`src/rtl/bit_stream_serializer.sv`:
```
// bit_stream_serializer: buffers parallel words in a small FIFO and shifts them
// out MSB first, one bit per bit_en tick, as a gap-free serial stream.
// Ports:
//   clk, rst            - clock, asynchronous active-high reset
//   in_valid/in_data    - producer word handshake; in_ready = FIFO not full
//   bit_en              - bit-rate tick; shifter advances on cycles it is high
//   ser_bit/ser_valid   - registered serial bit and its qualifier
//   word_start          - registered; ser_bit is the first (MSB) bit of a word
//   fill                - words held in the FIFO, excluding the one shifting
module bit_stream_serializer #(
  parameter int unsigned DATA_W = 8,
  parameter int unsigned DEPTH  = 4
) (
  input  logic                           clk,
  input  logic                           rst,
  input  logic                           in_valid,
  input  logic [DATA_W-1:0]              in_data,
  output logic                           in_ready,
  input  logic                           bit_en,
  output logic                           ser_bit,
  output logic                           ser_valid,
  output logic                           word_start,
  output logic [$clog2(DEPTH+1)-1:0]     fill
);

  localparam int unsigned PTR_W  = $clog2(DEPTH);
  localparam int unsigned FILL_W = $clog2(DEPTH + 1);
  localparam int unsigned CNT_W  = $clog2(DATA_W);

  typedef enum logic {IDLE, SHIFT} state_t;

  state_t             state_q, state_d;
  logic [DATA_W-1:0]  shreg_q, shreg_d;
  logic [CNT_W-1:0]   cnt_q, cnt_d;
  logic [DATA_W-1:0]  mem [DEPTH];
  logic [PTR_W-1:0]   wr_ptr, rd_ptr;
  logic               full, empty, push, pop;

  assign full     = (fill == FILL_W'(DEPTH));
  assign empty    = (fill == '0);
  assign in_ready = !full;
  // A full FIFO refuses pushes even when a pop happens on the same edge.
  assign push     = in_valid && !full;

  // Next-state logic: load from FIFO, shift, or chain straight into the next word.
  always_comb begin
    state_d = state_q;
    shreg_d = shreg_q;
    cnt_d   = cnt_q;
    pop     = 1'b0;
    case (state_q)
      IDLE: begin
        if (!empty) begin
          pop     = 1'b1;
          shreg_d = mem[rd_ptr];
          cnt_d   = '0;
          state_d = SHIFT;
        end
      end
      SHIFT: begin
        if (bit_en) begin
          if (cnt_q != CNT_W'(DATA_W - 1)) begin
            shreg_d = {shreg_q[DATA_W-2:0], 1'b0};
            cnt_d   = cnt_q + CNT_W'(1);
          end else if (!empty) begin
            // Reload on the last-bit edge so words abut with no gap bit.
            pop     = 1'b1;
            shreg_d = mem[rd_ptr];
            cnt_d   = '0;
          end else begin
            state_d = IDLE;
          end
        end
      end
      default: state_d = IDLE;
    endcase
  end

  // FSM, shifter and registered serial outputs (computed from next state).
  always_ff @(posedge clk or posedge rst) begin
    if (rst) begin
      state_q    <= IDLE;
      shreg_q    <= '0;
      cnt_q      <= '0;
      ser_bit    <= 1'b0;
      ser_valid  <= 1'b0;
      word_start <= 1'b0;
    end else begin
      state_q    <= state_d;
      shreg_q    <= shreg_d;
      cnt_q      <= cnt_d;
      ser_valid  <= (state_d == SHIFT);
      ser_bit    <= (state_d == SHIFT) && shreg_d[DATA_W-1];
      word_start <= (state_d == SHIFT) && (cnt_d == '0);
    end
  end

  // FIFO pointers and occupancy; DEPTH is a power of two so pointers wrap naturally.
  always_ff @(posedge clk or posedge rst) begin
    if (rst) begin
      wr_ptr <= '0;
      rd_ptr <= '0;
      fill   <= '0;
    end else begin
      if (push) wr_ptr <= wr_ptr + PTR_W'(1);
      if (pop)  rd_ptr <= rd_ptr + PTR_W'(1);
      case ({push, pop})
        2'b10:   fill <= fill + FILL_W'(1);
        2'b01:   fill <= fill - FILL_W'(1);
        default: fill <= fill;
      endcase
    end
  end

  // FIFO storage; contents need no reset since fill gates every read.
  always_ff @(posedge clk) begin
    if (push) mem[wr_ptr] <= in_data;
  end

endmodule

```
`config.mk`:
```
export PLATFORM = sky130hd
export DESIGN_NAME = bit_stream_serializer
export DESIGN_NICKNAME = d
export VERILOG_FILES = /design/src/rtl/bit_stream_serializer.sv
export SDC_FILE = /design/constraint.sdc
export NUM_CORES = 1
export LEC_CHECK = 0
export CAP_MARGIN = 20
export CORE_MARGIN = 3
export CORE_UTILIZATION = 59
export CTS_BUF_LIST = sky130_fd_sc_hd__clkbuf_4 sky130_fd_sc_hd__clkbuf_8
export CTS_CLUSTER_SIZE = 25
export DETAILED_ROUTE_END_ITERATION = 10
export DONT_BUFFER_PORTS = 1
export GPL_ROUTABILITY_DRIVEN = 0
export GPL_TIMING_DRIVEN = 0
export PLACE_DENSITY = 0.78
export REMOVE_ABC_BUFFERS = 1
export SLEW_MARGIN = 0
export SYNTH_ARGS = -nofsm -noshare
export SYNTH_HDL_FRONTEND = slang
export SYNTH_SLANG_ARGS = --single-unit
```
`constraint.sdc`:
```
create_clock -name clk -period 2.1 [get_ports clk]
set_input_delay 0.21 -clock clk [delete_from_list [all_inputs] [get_ports clk]]
set_output_delay 0.21 -clock clk [all_outputs]
set_load 0.02 [all_outputs]
```
==> impl_metrics.py, run 1 <==
metrics = {
    "hold_path": {
        "hold_class": "in2reg",
    },
    "clock_network": {
        "clock_latency_ps": 310,
        "clk_pin_slew_ps": 100,
        "clock-root-buffer": "clkbuf_8",
        "cts_max_level": 2,
        "cts_made_buffers": 5,
        "clock_path_buffers": 2,
        "cts_tree": "yes",
        "cts_sinks": 53,
    },
    "logic_synthesis": {
        "synth.most_common_cell": "edfxtp_1",
        "synth_edf_count": 32,
        "avgSynthCellArea_um2": 15.7,
        "synth_cell_types": 37,
        "ys_seq_area_share_pct": 64.8,
        "post-synth-top-area-cell": "edfxtp_1",
        "synthFlopType": "edfxtp_1",
        "ys_seq_elements": 53,
        "ys_warn_count": 0,
        "yosysTopAreaCellShare_pct": 41.9,
        "synthCells": 146,
        "async_flop_share_pct": 39.6,
        "syn_area_mm2": 0.00229,
        "yosys-top-cells-area": "edfxtp_1 42%, dfrtp_1 23%, mux4_1 8.0%",
        "synth_commonest_cells": "32 x edfxtp_1, 21 x dfrtp_1, 12 x nand2_1",
    },
    "detailed_routing": {
        "routedWlPerCell_um": 17.0,
        "totalWireLength_mm": 3.60,
        "drcViolationCount": 0,
        "drt_iter0_markers": 82,
        "vias_per_cell": 5.76,
        "first_pass_iters": 4,
        "vias": 1221,
        "route.antenna.remaining_nets": 0,
    },
    "floorplan": {
        "die_h_um": 68.4,
        "die_area_mm2": 0.00467,
        "core_area_mm2": 0.00372,
        "rows": 22,
        "ios": 19,
        "start_util_pct": 61.8,
        "die_w_um": 68.4,
    },
    "setup_path": {
        "crit_type": "reg2reg",
        "path_max_fanout": 6,
        "startpoint_type": "flip-flop",
        "crit_arrival_ps": 2260,
        "worst_setup_path_end_kind": "flip-flop",
        "critPathRequiredTime_ps": 2330,
    },
    "cells_and_area": {
        "drive_gt1_share_pct": 20.7,
        "nets": 183,
        "fillCellCount": 245,
        "area_growth_pct": 13.4,
        "finalNonFillerCells": 212,
        "n_antenna_cell": 0,
    },
    "grt": {
        "grt_use_total_pct": 17.9,
        "grt_max_degree": 22,
        "grt_pass1_vias": 1285,
        "grt.overflow.total": 0,
        "grt_antenna_before_repair": 0,
        "grt_pass1_wl_mm": 6.03,
    },
    "outcome": {
        "status": "finished clean",
    },
    "timing": {
        "worst_slew_pin_slew_ps": 802,
        "finClkSkew_ps": 11.9,
        "maxSlewHeadroom_pct": 46.5,
        "timing.final.crit_period_ps": 2030,
        "fin_crit_sh_pct": 96.9,
        "maxSlewViolCount": 0,
        "hold_viol": 0,
        "setup_violations": 0,
        "hold_slack_ps": 120,
        "fmax_mhz": 491,
        "rsz0062_at_grt": "yes",
    },
    "place": {
        "dp_cells": 189,
        "port_buffers": 0,
        "place_hpwl_mm": 2.40,
    },
    "power_and_ir_drop": {
        "p_leak_uw": 0.00102,
        "p_per_area_mw_per_mm2": 1270,
        "ir_drop_mv": 0.608,
    },
    "job": {
        "drv_cap": 0,
    },
}
==> sequential cells by signal, summed over array words and instances (netlist names) <==
| register | cells |
|---|---|
| cnt_q | 3 |
| shreg_q | 8 |
| wr_ptr | 2 |
| mem | 32 |
| ser_bit | 1 |
| rd_ptr | 2 |
| word_start | 1 |
| fill | 3 |
| state_q | 1 |
==> final timing paths <==
check / slack, ps / startpoint / to / cells after the start
setup / recovery: 70 / fill[0]$_DFFE_PP0P_ / fill[2]$_DFFE_PP0P_ / 10
max in group asynchronous: 1060 / rst / fill[2]$_DFFE_PP0P_ / 2
setup reg to reg: 70 / fill[0]$_DFFE_PP0P_ / fill[2]$_DFFE_PP0P_ / 10
min in group asynchronous: 490 / rst / rd_ptr[0]$_DFFE_PP0P_ / 2
hold / removal: 120 / bit_en / word_start$_DFF_PP0_ / 2
hold reg to reg: 490 / shreg_q[4]$_DFFE_PP0P_ / shreg_q[5]$_DFFE_PP0P_ / 2
==> timing repair <==
item	CTS	global route
gates resized for setup	16	3
hold endpoints to repair	53	0
pin swaps	4	3
hold buffers	9	0
setup buffers	4	2
gates cloned	0	0
endpoints found under the setup margin	2	2
==> final cells by class <==
type / count / area (µm²) / share of cell area (%)
Sequential cell: 53 / 1490 / 57.3
Multi-Input combinational cell: 78 / 783 / 30.1
Timing Repair Buffer: 15 / 135 / 5.19
Clock buffer: 5 / 68.8 / 2.64
Tap cell: 48 / 60.1 / 2.31
Inverter: 10 / 42.5 / 1.63
Clock inverter: 3 / 22.5 / 0.865
==> cells by family after synthesis <==
logic type / Yosys count / share of synthesized area, %
XOR/XNOR: 6 / 2.29
flip-flops: 53 / 64.8
adder cells (fa/ha/maj): 8 / 4.69
multiplexers: 11 / 10.4
buffers and inverters: 15 / 3.43
AO/OA/AOI/OAI: 20 / 6.65
AND/OR/NAND/NOR: 33 / 7.74
==> metal layers <==
metal / GRT usage [%] / routed length, µm
met5: 0 / 0
met4: 3.72 / 20
met1: 22.8 / 1550
met2: 30.8 / 1890
met3: 4.93 / 153
==> layout by cell type, fill, tap and decap left out, types with 2 or more instances in the layout <==
cell	count
edfxtp_1	32
dfrtp_1	18
nand2_1	12
dlygate4sd3_1	9
mux4_1	7
inv_1	7
a22o_1	6
buf_4	6
a22oi_1	5
clkbuf_8	5
and3_1	4
ha_1	4
xor2_1	3
xnor2_1	3
nor3_1	3
nor2_1	3
clkinvlp_4	3
dfrtp_2	3
and2_1	2
inv_4	2
a21oi_1	2
mux2_2	2
o22ai_1	2
ha_4	2
==> stage by stage <==
step	utilization [%]	setup TNS, ps	cell area [µm²]	power (µW)	setup slack, ps
finish	70.0	0	2600	3320	65.4
CTS	69.4	0	2580	3300	11.1
global placement	62.3	-317	2310	2520	-238
floorplan	-	-136	2250	2370	-136
detailed placement	62.3	-536	2310	2590	-371
global route	70.0	-13.0	2600	3540	-13.0
==> power by group <==
part | switching (µW) | leakage, µW | total, µW | internal (µW)
Sequential | 300 | 0.000548 | 1740 | 1440
Clock | 331 | 0.0000364 | 565 | 234
Combinational | 473 | 0.000437 | 1020 | 544
==> worst max-delay path: stages, from the launching register on <==
cell     delay, ps
dfrtp_2        500
inv_2          110
nand3_4        120
and2_4         210
inv_4           60
ha_4           140
inv_1           60
fa_2           330
xor2_1         140
nor2_1         120
xor2_1         170
(Power assumes the default switching activity.)
==> run 2: changes to the inputs <==
--- a/config.mk
+++ b/config.mk
@@ -6,7 +6,7 @@
 export NUM_CORES = 1
 export LEC_CHECK = 0
 export CAP_MARGIN = 20
-export CORE_MARGIN = 3
+export CORE_MARGIN = 2
 export CORE_UTILIZATION = 59
 export CTS_BUF_LIST = sky130_fd_sc_hd__clkbuf_4 sky130_fd_sc_hd__clkbuf_8
 export CTS_CLUSTER_SIZE = 25
==> run 2 against run 1 <==
Compared with the run above: die area decreased by 5.8%; sequential share of layout area up 0.30 points; routed wire length is 8.3% higher; cell area shrank 0.53%; register-to-register slack got worse by 20 ps; clock power rose by 1%; count of clock-buffer cells in the layout increased by 1; final cell count fell by 0.94%; non-clock buffer count is 2 lower; global-route usage is 3.2 points higher; via count grew 0.82%; first-iteration DRC count decreased by 6.1%.
==> impl_metrics.py, run 2 (synthesis results as in run 1) <==
metrics = {
    "timing": {
        "setup_violations": 0,
        "fin_crit_sh_pct": 97.7,
        "timing.final.crit_period_ps": 2050,
        "setup_slack_ps": 49.1,
        "fmax_mhz": 488,
        "hold_viol": 0,
        "finClkSkew_ps": 7.93,
        "maxSlewHeadroom_pct": 48.1,
        "setup_tns_ps": 0,
        "maxSlewViolCount": 0,
        "worst_slew_pin_slew_ps": 777,
    },
    "cells_and_area": {
        "finalNonFillerCells": 210,
        "n_antenna_cell": 0,
        "layout_common_cells": "32 x edfxtp_1, 18 x dfrtp_1, 12 x nand2_1",
        "layout_commonest_cell": "edfxtp_1",
        "drive_gt1_share_pct": 20.4,
        "largest_reg_flops": 32,
        "reg_top3": "mem (32), shreg_q (8)",
        "fillCellCount": 249,
        "nets": 181,
        "area_growth_pct": 12.8,
        "largest_register": "mem",
    },
    "place": {
        "dp_cells": 189,
        "port_buffers": 0,
        "dp_slack_ps": -382,
        "place_hpwl_mm": 2.59,
    },
    "setup_path": {
        "critPathRequiredTime_ps": 2320,
        "worst_setup_path_end_kind": "flip-flop",
        "startpoint_type": "flip-flop",
        "crit_type": "reg2reg",
        "path_max_fanout": 6,
        "crit_arrival_ps": 2270,
    },
    "floorplan": {
        "die_area_mm2": 0.00440,
        "ios": 19,
        "core_area_mm2": 0.00369,
        "die_w_um": 66.4,
        "rows": 22,
        "die_h_um": 66.4,
        "start_util_pct": 62.2,
    },
    "detailed_routing": {
        "route.antenna.remaining_nets": 0,
        "vias": 1231,
        "totalWireLength_mm": 3.90,
        "routedWlPerCell_um": 18.6,
        "drt_iter0_markers": 77,
        "vias_per_cell": 5.86,
        "drcViolationCount": 0,
        "first_pass_iters": 5,
    },
    "outcome": {
        "status": "finished clean",
    },
    "clock_network": {
        "cts_made_buffers": 5,
        "cts_max_level": 2,
        "clock-root-buffer": "clkbuf_8",
        "clk_pin_slew_ps": 90,
        "cts_tree": "yes",
        "clock_latency_ps": 310,
        "cts_sinks": 53,
        "clock_path_buffers": 2,
    },
    "grt": {
        "grt_use_total_pct": 21.2,
        "grt_max_degree": 22,
        "grt_antenna_before_repair": 0,
        "grt.overflow.total": 0,
        "grt_pass1_wl_mm": 6.49,
        "grt_pass1_vias": 1344,
    },
    "power_and_ir_drop": {
        "p_sw_share_pct": 33.6,
        "p_sw_uw": 1120,
        "ir_drop_mv": 0.889,
        "p_total_uw": 3330,
        "power_frac_comb_pct": 30.1,
        "clkPwrFrac_pct": 17.1,
        "p_seq_share_pct": 52.7,
        "p_int_uw": 2210,
        "p_leak_uw": 0.00102,
        "p_per_area_mw_per_mm2": 1290,
    },
    "job": {
        "drv_cap": 0,
    },
    "hold_path": {
        "hold_class": "in2reg",
    },
}
-- run 2: changes by cell type in the layout (fill, tap and decap cells not counted) --
| cell | delta |
|---|---|
| buf_4 | -2 |
| clkinvlp_4 | -2 |
| clkbuf_4 | +1 |
| clkinv_4 | +1 |
| inv_1 | -1 |
| inv_2 | +1 |
-- run 2: layout make-up --
type	instances	area, µm²	area share (%)
inverters	10	42.5	1.64
repair buffers	13	120	4.64
well taps	48	60.1	2.32
flip-flops and latches	53	1490	57.6
multi-input cells	78	783	30.3
clock inverters	2	16.3	0.628
clock buffers	6	76.3	2.95
-- run 2: worst max-delay path, cell delays in order (launching register included) --
cell and delay [ps]:
dfrtp_2 510, inv_4 110, nand3_4 120, and2_4 200, inv_2 60, ha_4 130
inv_2 40, fa_2 350, xor2_1 140, nor2_1 120, xor2_1 180
-- run 2: final timing paths --
check	cells after the start	slack, ps	from	end
setup / recovery	10	50	fill[0]$_DFFE_PP0P_	fill[2]$_DFFE_PP0P_
hold / removal	2	120	bit_en	word_start$_DFF_PP0_
setup reg to reg	10	50	fill[0]$_DFFE_PP0P_	fill[2]$_DFFE_PP0P_
hold reg to reg	2	490	shreg_q[2]$_DFFE_PP0P_	shreg_q[3]$_DFFE_PP0P_
max in group asynchronous	2	1080	rst	fill[1]$_DFFE_PP0P_
min in group asynchronous	2	490	rst	shreg_q[7]$_DFF_PP0_
-- run 2: power by group through the flow --
stage          Combinational [µW]  Sequential [µW]  Clock, µW
2_1_floorplan                 696             1670          0
3_3_place_gp                  796             1720          0
3_5_place_dp                  866             1760          0
4_1_cts                       987             1740        585
5_1_grt                      1120             1790        636
6_report                     1000             1760        571
-- run 2: routing by layer --
layer | up-vias | GRT usage (%) | wire [µm] | share of wire, %
met5 | - | 0 | 0 | 0
met4 | 0 | 6.12 | 27 | 0.69
met3 | 2 | 5.11 | 125 | 3.2
met2 | 24 | 38.0 | 2180 | 56
met1 | 629 | 25.2 | 1570 | 40
li1 | 576 | - | - | -
-- run 2: through the flow --
step	hold slack (ps)	utilization (%)	cell area, µm²
finish	122	70.2	2590
global route	120	70.2	2590
global placement	270	62.7	2310
detailed placement	286	62.7	2310
floorplan	187	-	2250
CTS	108	69.6	2570
-- run 2: timing repair --
action / in CTS / in global routing
gates resized for setup: 14 / 6
pin swaps: 3 / 3
setup buffers: 4 / 0
hold buffers: 9 / 0
gates cloned: 0 / 0
setup endpoints to repair: 2 / 2
endpoints found under the hold margin: 53 / 0
